==> config.mk <==
export PLATFORM = sky130hd
export DESIGN_NAME = pong_game_ctrl
export DESIGN_NICKNAME = d
export VERILOG_FILES = /design/src/rtl/pong_pkg.sv /design/src/rtl/pong_game_ctrl_serve_timer.sv /design/src/rtl/pong_game_ctrl.sv
export SDC_FILE = /design/constraint.sdc
export NUM_CORES = 1
export LEC_CHECK = 0
export BUFFER_PORTS_ARGS = -buffer_cell sky130_fd_sc_hd__buf_2
export CAP_MARGIN = 20
export CORE_ASPECT_RATIO = 0.8
export CORE_MARGIN = 2
export CORE_UTILIZATION = 50
export CTS_CLUSTER_SIZE = 16
export DETAILED_ROUTE_END_ITERATION = 10
export HOLD_SLACK_MARGIN = 0.06
export PLACE_DENSITY = 0.77
export SETUP_SLACK_MARGIN = 0.4
export SYNTH_ARGS = -nofsm -noshare
export SYNTH_HDL_FRONTEND = slang
export SYNTH_HIERARCHICAL = 1
export SYNTH_SLANG_ARGS = --single-unit
==> constraint.sdc <==
create_clock -name clk -period 5.1 [get_ports clk]
set_clock_uncertainty 0.1 [all_clocks]
set_input_delay 0.255 -clock clk [delete_from_list [all_inputs] [get_ports clk]]
set_output_delay 0.255 -clock clk [all_outputs]
set_load 0.1 [all_outputs]
==> src/rtl/pong_pkg.sv <==
// Shared definitions for the pong game-flow controller: state encoding,
// default game parameters and player identifiers.
package pong_pkg;

    // Default game parameters.
    localparam int unsigned WIN_SCORE_DEFAULT   = 7;
    localparam int unsigned SERVE_DELAY_DEFAULT = 120;
    localparam int unsigned SCORE_W_DEFAULT     = 4;

    // Serve countdown width; SERVE_DELAY is truncated to this.
    localparam int unsigned SERVE_CNT_W = 8;

    // Player identifiers, also the encoding of the winner output.
    localparam logic P1 = 1'b0;
    localparam logic P2 = 1'b1;

    // Game phases. Encodings 6 and 7 are illegal and recover to StIdle.
    typedef enum logic [2:0] {
        StIdle  = 3'd0,
        StServe = 3'd1,
        StPlay  = 3'd2,
        StPause = 3'd3,
        StPoint = 3'd4,
        StOver  = 3'd5
    } game_state_e;

    // Phases in which the ball engine is held in reset.
    function automatic logic holds_ball_rst(input game_state_e st);
        return (st == StIdle) || (st == StPoint) || (st == StOver);
    endfunction

endpackage

==> src/rtl/pong_game_ctrl_serve_timer.sv <==
// Serve delay down-counter. Loaded with SERVE_DELAY before each serve and
// decremented on frame ticks while enabled; done flags the release cycle.
module serve_timer
    import pong_pkg::*;
#(
    parameter int unsigned SERVE_DELAY = SERVE_DELAY_DEFAULT
) (
    input  logic clk,
    input  logic reset,
    input  logic load,
    input  logic enable,
    input  logic skip,
    input  logic tick,
    output logic done
);

    localparam logic [SERVE_CNT_W-1:0] LoadVal = SERVE_CNT_W'(SERVE_DELAY);
    localparam logic [SERVE_CNT_W-1:0] One     = SERVE_CNT_W'(1);

    logic [SERVE_CNT_W-1:0] cnt_q, cnt_d;

    // Release on skip, on an already-empty counter (zero delay), or on the
    // tick that would take the count from 1 to 0.
    always_comb begin
        done = enable && (skip || (cnt_q == '0) || (tick && (cnt_q == One)));
    end

    // Next count: load wins; otherwise count down on ticks, never below 0.
    always_comb begin
        cnt_d = cnt_q;
        if (load) begin
            cnt_d = LoadVal;
        end else if (enable && tick && (cnt_q != '0)) begin
            cnt_d = cnt_q - One;
        end
    end

    // Counter register.
    always_ff @(posedge clk or negedge reset) begin
        if (!reset) begin
            cnt_q <= '0;
        end else begin
            cnt_q <= cnt_d;
        end
    end

endmodule

==> src/rtl/pong_game_ctrl.sv <==
// Game-flow controller for the pong datapath: sequences serve/play/pause/
// point/game-over, gates the ball frame tick, re-centres the ball after each
// point and keeps both scores.
module pong_game_ctrl
    import pong_pkg::*;
#(
    parameter int unsigned WIN_SCORE   = WIN_SCORE_DEFAULT,
    parameter int unsigned SERVE_DELAY = SERVE_DELAY_DEFAULT,
    parameter int unsigned SCORE_W     = SCORE_W_DEFAULT
) (
    input  logic               clk,
    input  logic               reset,
    input  logic               refresh_tick,
    input  logic               btn_start,
    input  logic               btn_serve,
    input  logic               btn_pause,
    input  logic               score_player1,
    input  logic               score_player2,
    output logic               ball_rst,
    output logic               ball_tick,
    output logic [SCORE_W-1:0] score1,
    output logic [SCORE_W-1:0] score2,
    output logic               game_over,
    output logic               winner,
    output logic [2:0]         state_o
);

    localparam logic [SCORE_W-1:0] WinScore = SCORE_W'(WIN_SCORE);
    localparam logic [SCORE_W-1:0] ScoreOne = SCORE_W'(1);

    game_state_e        state_q, state_d;
    logic [SCORE_W-1:0] score1_q, score1_d;
    logic [SCORE_W-1:0] score2_q, score2_d;
    logic               game_over_q, game_over_d;
    logic               winner_q, winner_d;
    logic               scorer_q, scorer_d;
    logic               ball_rst_q, ball_rst_d;

    logic               timer_load;
    logic               timer_skip;
    logic               serve_done;
    logic [SCORE_W-1:0] point_score;

    // Increment that sticks at the winning score.
    function automatic logic [SCORE_W-1:0] sat_inc(input logic [SCORE_W-1:0] s);
        return (s >= WinScore) ? WinScore : s + ScoreOne;
    endfunction

    serve_timer #(
        .SERVE_DELAY (SERVE_DELAY)
    ) u_serve_timer (
        .clk    (clk),
        .reset  (reset),
        .load   (timer_load),
        .enable (state_q == StServe),
        .skip   (timer_skip),
        .tick   (refresh_tick),
        .done   (serve_done)
    );

    // Score of whoever won the point just taken.
    assign point_score = (scorer_q == P2) ? score2_q : score1_q;

    // Next-state, score and flag logic; priority is score flag, start,
    // pause, serve, tick countdown.
    always_comb begin
        state_d     = state_q;
        score1_d    = score1_q;
        score2_d    = score2_q;
        game_over_d = game_over_q;
        winner_d    = winner_q;
        scorer_d    = scorer_q;
        timer_load  = 1'b0;
        timer_skip  = 1'b0;

        case (state_q)
            StIdle: begin
                if (btn_start) begin
                    score1_d   = '0;
                    score2_d   = '0;
                    timer_load = 1'b1;
                    state_d    = StServe;
                end
            end
            StServe: begin
                timer_skip = btn_serve;
                if (serve_done) begin
                    state_d = StPlay;
                end
            end
            StPlay: begin
                // Player 1 wins a simultaneous double flag.
                if (score_player1) begin
                    score1_d = sat_inc(score1_q);
                    scorer_d = P1;
                    state_d  = StPoint;
                end else if (score_player2) begin
                    score2_d = sat_inc(score2_q);
                    scorer_d = P2;
                    state_d  = StPoint;
                end else if (btn_pause) begin
                    state_d = StPause;
                end
            end
            StPause: begin
                if (btn_start) begin
                    state_d = StIdle;
                end else if (btn_pause) begin
                    state_d = StPlay;
                end
            end
            StPoint: begin
                if (point_score == WinScore) begin
                    game_over_d = 1'b1;
                    winner_d    = scorer_q;
                    state_d     = StOver;
                end else begin
                    timer_load = 1'b1;
                    state_d    = StServe;
                end
            end
            StOver: begin
                if (btn_start) begin
                    score1_d    = '0;
                    score2_d    = '0;
                    game_over_d = 1'b0;
                    timer_load  = 1'b1;
                    state_d     = StServe;
                end
            end
            default: begin
                state_d = StIdle;
            end
        endcase

        // Registered so ball_rst lines up with the state it belongs to.
        ball_rst_d = holds_ball_rst(state_d);
    end

    // State, score and output registers.
    always_ff @(posedge clk or negedge reset) begin
        if (!reset) begin
            state_q     <= StIdle;
            score1_q    <= '0;
            score2_q    <= '0;
            game_over_q <= 1'b0;
            winner_q    <= P1;
            scorer_q    <= P1;
            ball_rst_q  <= 1'b1;
        end else begin
            state_q     <= state_d;
            score1_q    <= score1_d;
            score2_q    <= score2_d;
            game_over_q <= game_over_d;
            winner_q    <= winner_d;
            scorer_q    <= scorer_d;
            ball_rst_q  <= ball_rst_d;
        end
    end

    // Frame tick passes straight through only while playing.
    assign ball_tick = refresh_tick & (state_q == StPlay);
    assign ball_rst  = ball_rst_q;
    assign score1    = score1_q;
    assign score2    = score2_q;
    assign game_over = game_over_q;
    assign winner    = winner_q;
    assign state_o   = state_q;

endmodule

==> flow_summary.json, run 1 <==
{
  "outcome": "finished, final reports clean",
  "synth_area_leader_cell": "dfrtp_1",
  "rrSetupSlack_ps": 2750,
  "die_y_um": 51.4,
  "nets": 182,
  "rows": 17,
  "arrival_ps": 2450,
  "clk_path_buf_depth": 2,
  "synth_top_area_share_pct": 39.2,
  "diodes": 0,
  "postSynth.asyncResetShare_pct": 100,
  "setup_viol_count_final": 0,
  "ctsRootBufferMaster": "clkbuf_4",
  "grt_antenna_before_repair": 0,
  "met1_length_um": 1480,
  "tns_ps": 0,
  "synthMuxAreaShare_pct": 7.93,
  "cts_made_buffers": 3,
  "crit_path_end": "u_serve_timer/cnt_q[3]$_DFFE_PN0P_",
  "cp-end-kind": "flip-flop",
  "grt_usage_pct": 21.2,
  "rsz0062_at_grt": "no",
  "max_clock_freq_mhz": 426,
  "drt_wl_total_um": 2970,
  "cts_tree": "done",
  "netlist_instances": 147,
  "cp-start-kind": "flip-flop",
  "grt_pass1_vias": 1216,
  "synth_fp_nets": 160,
  "wl_met3_um": 121,
  "drc_errors": 0,
  "drv_cap": 0,
  "clk_pin_slew_worst_paths_ps": 120,
  "clock_sinks": 23,
  "synth_xor_area_share_pct": 0.623,
  "synthToLayoutAreaGrowth_pct": 11.6,
  "synth.distinct_cells": 49,
  "fin_crit_sh_pct": 46.0,
  "avgViaCountPerCell": 5.83,
  "worstPathRequired_ps": 5200,
  "io_buffers": 22,
  "wl_met2_um": 1340,
  "hpwl_um": 2120,
  "hold_viol": 0,
  "worst_pin_slew_ps": 684,
  "die_w_um": 63.3,
  "postCtsSetupRepairBufs": 0,
  "core_mm2": 0.00272,
  "place.gp.congestion": 0.813,
  "drive_gt1_share_pct": 27.4,
  "hold_class": "input pin to flip-flop",
  "synth_top_family_by_area": "simple AND/OR/NAND/NOR gates",
  "ys_seq_elements": 23,
  "layout_common_cells": "22 x dfrtp_1, 22 x buf_2, 20 x a21oi_1, 11 x nor2_1, 9 x mux2_2",
  "rr_endpoint": "u_serve_timer/cnt_q[3]$_DFFE_PN0P_",
  "highest_layer": "met4",
  "layout_min_cycle_time_ps": 2350,
  "grt_pass1_wl_um": 5380,
  "drt_iter0_drc": 28,
  "post-place-ws_ps": 2790,
  "synth_edf_count": 0,
  "relSlewSlack_pct": 54.0,
  "vias": 1201,
  "num-fill-cells": 264,
  "synth_simple_gate_area_share_pct": 23.4,
  "first_pass_iters": 5,
  "ys.flop_type": "dfrtp_1",
  "synth_area_mm2": 0.00141,
  "grt_max_degree": 24,
  "antenna_left": 0,
  "reg2reg_from": "state_o[2]$_DFF_PN0_",
  "start_util_pct": 51.6,
  "hold_start": "score_player1",
  "synth_compound_area_share_pct": 18.2,
  "ys_seq_area_share_pct": 41.1,
  "wl_per_cell_um": 14.4,
  "io-pin-count": 23,
  "synth_fa_ha_area_share_pct": 4.45,
  "cp_max_fo": 12,
  "finalWorstSetupSlack_ps": 2750,
  "synthTopCellsByArea": "dfrtp_1 39%, mux2_2 7.2%, a21oi_1 7.1%, ha_1 4.5%, nor2_1 2.9%",
  "startpoint": "state_o[2]$_DFF_PN0_",
  "syn_avg_cell_area_um2": 9.56,
  "overflow": 0,
  "ys_warn_count": 6,
  "slew_violations": 0,
  "insertion_delay_ps": 310,
  "path_class": "flip-flop to flip-flop",
  "die_area_mm2": 0.00325,
  "htree_levels": 1,
  "r2r_cells": 5
}
## layout make-up
class | instances | area (µm²) | share of cell area (%)
clock buffer | 4 | 26.3 | 1.68
sequential | 23 | 577 | 36.8
tap | 38 | 47.5 | 3.03
multi-input combinational | 111 | 767 | 48.9
timing repair buffer | 24 | 128 | 8.14
inverter | 6 | 22.5 | 1.44
## critical path, cell delays in order (launching register included)
cell and delay, ps:
dfrtp_1 520, nand2b_1 230, nor2_1 250, or4bb_1 530, o21ai_0 170, or3b_2 450
## timing repair
action                    in CTS  in global routing
hold endpoints to repair      22                  0
hold buffers                   1                  0
resized for setup              0                  0
## cells in the mapped netlist, types with 2 or more instances
master    count
nor4_1        3
nor2_1       11
nand3b_1      2
mux2_2        9
or2_2         2
nand3_1       3
nor2b_1       2
or4_1         2
a21oi_1      20
a31oi_1       2
nand2b_1      2
nand2_1       6
ha_1          5
dfrtp_1      22
inv_1         6
o21ai_0       6
and2b_1       3
nor3_1        6
clkbuf_1      4
and2_1        2
## flip-flops by register name (all words and copies together), names as in the netlist
register / cells
u_serve_timer/cnt_q: 8
score1: 4
score2: 4
state_o: 3
ball_rst: 1
game_over: 1
scorer_q: 1
winner: 1
## cells by family after synthesis
kind of cell    count (synthesis)
fa+ha+maj                       5
compound gates                 40
flops                          23
simple gates                   55
xor+xnor                        1
buf+inv                        13
mux                            10
## metrics by stage
stage | utilization (%) | hold slack, ps | cells | area (µm²)
detailed placement | 56.0 | 164 | 200 | 1520
global route | 57.6 | 68.8 | 206 | 1570
global placement | 56.0 | 153 | 200 | 1520
CTS | 57.3 | 63.0 | 205 | 1560
finish | 57.6 | 77.9 | 206 | 1570
floorplan | - | -141 | 147 | 1410
## worst min-delay path by stage
stage                                  to  slack [ps]  cells after the start
floorplan           game_over$_DFFE_PN0P_        -140                      0
global placement    score2[0]$_DFFE_PN0P_         150                      1
detailed placement  score2[1]$_DFFE_PN0P_         160                      1
CTS                  scorer_q$_DFFE_PN0P_          60                      2
global route         scorer_q$_DFFE_PN0P_          70                      2
finish               scorer_q$_DFFE_PN0P_          80                      2
## routing by layer
metal	track usage [%]	up-vias
met3	5.07	4
li1	-	585
met5	0	-
met4	6.16	0
met1	27.9	586
met2	35.3	26
Power of run 1 is not shown: default switching activity piles up to over one toggle a cycle in this logic, so the estimate is an artifact.
==> inputs of run 2 (changes only) <==
PLACE_DENSITY = 0.8   (was 0.77)
clock period = 2 ns   (was 5.1 ns; I/O delays follow)
==> flow_summary.json, run 2 (synthesis results as in run 1) <==
{
  "outcome": "finished, final reports clean",
  "io-pin-count": 23,
  "vias": 1491,
  "max_clock_freq_mhz": 509,
  "layout_common_cells": "26 x buf_4, 19 x buf_2, 12 x a21oi_1, 11 x dfrtp_4, 10 x dfrtp_1",
  "antenna_left": 0,
  "largest_reg_flops": 8,
  "hpwl_um": 2350,
  "post-place-ws_ps": -29.1,
  "hold_slack_ps": 111,
  "dpl_cell_area_mm2": 0.00173,
  "vdd_drop_max_mv": 1.39,
  "wl_per_cell_um": 20.3,
  "post-route-util_pct": 80.5,
  "worst_pin_slew_ps": 539,
  "tns_ps": 0,
  "die_w_um": 63.3,
  "grt_max_degree": 24,
  "synthToLayoutAreaGrowth_pct": 55.9,
  "drv_cap": 0,
  "die_area_mm2": 0.00325,
  "cp_max_fo": 5,
  "r2r_cells": 5,
  "cp-end-kind": "flip-flop",
  "clk_path_buf_depth": 2,
  "rsz0062_at_grt": "yes",
  "place.gp.congestion": 0.872,
  "ctsRootBufferMaster": "clkbuf_4",
  "fin_crit_sh_pct": 98.3,
  "avgViaCountPerCell": 6.19,
  "layout_min_cycle_time_ps": 1970,
  "io_buffers": 22,
  "p_leak_uw": 0.000942,
  "relSlewSlack_pct": 64.1,
  "largest-register": "u_serve_timer/cnt_q",
  "drc_errors": 0,
  "nets": 217,
  "drt_iter0_drc": 128,
  "rows": 17,
  "power.density_mw_per_mm2": 1820,
  "start_util_pct": 51.6,
  "grt_usage_pct": 29.7,
  "worstPathRequired_ps": 2130,
  "hold_viol": 0,
  "first_pass_iters": 5,
  "cts_made_buffers": 3,
  "grt_antenna_before_repair": 0,
  "core_mm2": 0.00272,
  "drive_gt1_share_pct": 60.6,
  "insertion_delay_ps": 330,
  "clock_sinks": 23,
  "die_y_um": 51.4,
  "final_common_cell": "buf_4",
  "slew_violations": 0,
  "clk_pin_slew_worst_paths_ps": 140,
  "drt_wl_total_um": 4900,
  "holdPathStages": 3,
  "path_class": "flip-flop to flip-flop",
  "design_area_mm2": 0.00219,
  "htree_levels": 1,
  "grt_pass1_vias": 1408,
  "finalWorstSetupSlack_ps": 34.6,
  "setup_viol_count_final": 0,
  "hold_class": "input pin to flip-flop",
  "overflow": 0,
  "cts_tree": "done",
  "diodes": 0,
  "arrival_ps": 2090,
  "grt_pass1_wl_um": 7170,
  "cp-start-kind": "flip-flop"
}
-- run 2: routing by layer --
| metal | GRT usage (%) | vias to the layer above | part of all wire [%] |
|---|---|---|---|
| li1 | - | 655 | - |
| met1 | 39.6 | 748 | 44 |
| met2 | 47.0 | 78 | 47 |
| met3 | 6.39 | 10 | 7.9 |
| met4 | 13.0 | 0 | 1.8 |
| met5 | 0 | - | 0 |
-- run 2: worst max-delay path, stage by stage, from the launching register on --
cell and delay [ps]:
dfrtp_4 500, nand2b_4 170, nor2_4 90, or4bb_4 510, o21ai_2 140, or3b_4 370
-- run 2: area by class of cell --
| cell class | count | area (µm²) |
|---|---|---|
| Clock buffer | 4 | 26.3 |
| Fill cell | 169 | 532 |
| Tap cell | 38 | 47.5 |
| Inverter | 6 | 22.5 |
| Sequential cell | 23 | 619 |
| Multi-Input combinational cell | 111 | 1010 |
| Timing Repair Buffer | 59 | 462 |
-- run 2: path summary, 6_finish.rpt --
kind / from / endpoint / slack (ps)
hold / removal: btn_pause / state_o[0]$_DFF_PN0_ / 110
setup reg to reg: state_o[2]$_DFF_PN0_ / u_serve_timer/cnt_q[3]$_DFFE_PN0P_ / 30
hold reg to reg: game_over$_DFFE_PN0P_ / game_over$_DFFE_PN0P_ / 450
max in group asynchronous: reset / state_o[2]$_DFF_PN0_ / 1210
setup / recovery: state_o[2]$_DFF_PN0_ / u_serve_timer/cnt_q[3]$_DFFE_PN0P_ / 30
min in group asynchronous: reset / score1[1]$_DFFE_PN0P_ / 170
-- run 2: power by group --
part           internal, µW  total, µW  switching, µW  leakage [µW]
Clock                  78.2        232            154     0.0000150
Combinational          1100       2870           1760      0.000666
Sequential              681        891            210      0.000261
-- run 2: repair_timing --
item / in CTS / in global routing
pin swaps: 10 / 3
setup buffers: 13 / 4
endpoints found under the hold margin: 27 / 0
setup endpoints to repair: 18 / 25
hold buffers: 4 / 0
cloned: 0 / 2
gates resized for setup: 31 / 26
-- run 2: per-stage QoR --
| step | cells | total power (µW) |
|---|---|---|
| global placement | 214 | 2840 |
| detailed placement | 214 | 2930 |
| floorplan | 147 | 2510 |
| CTS | 235 | 3490 |
| finish | 241 | 3990 |
| global route | 241 | 4150 |
Power figures use the tool's default switching activity.
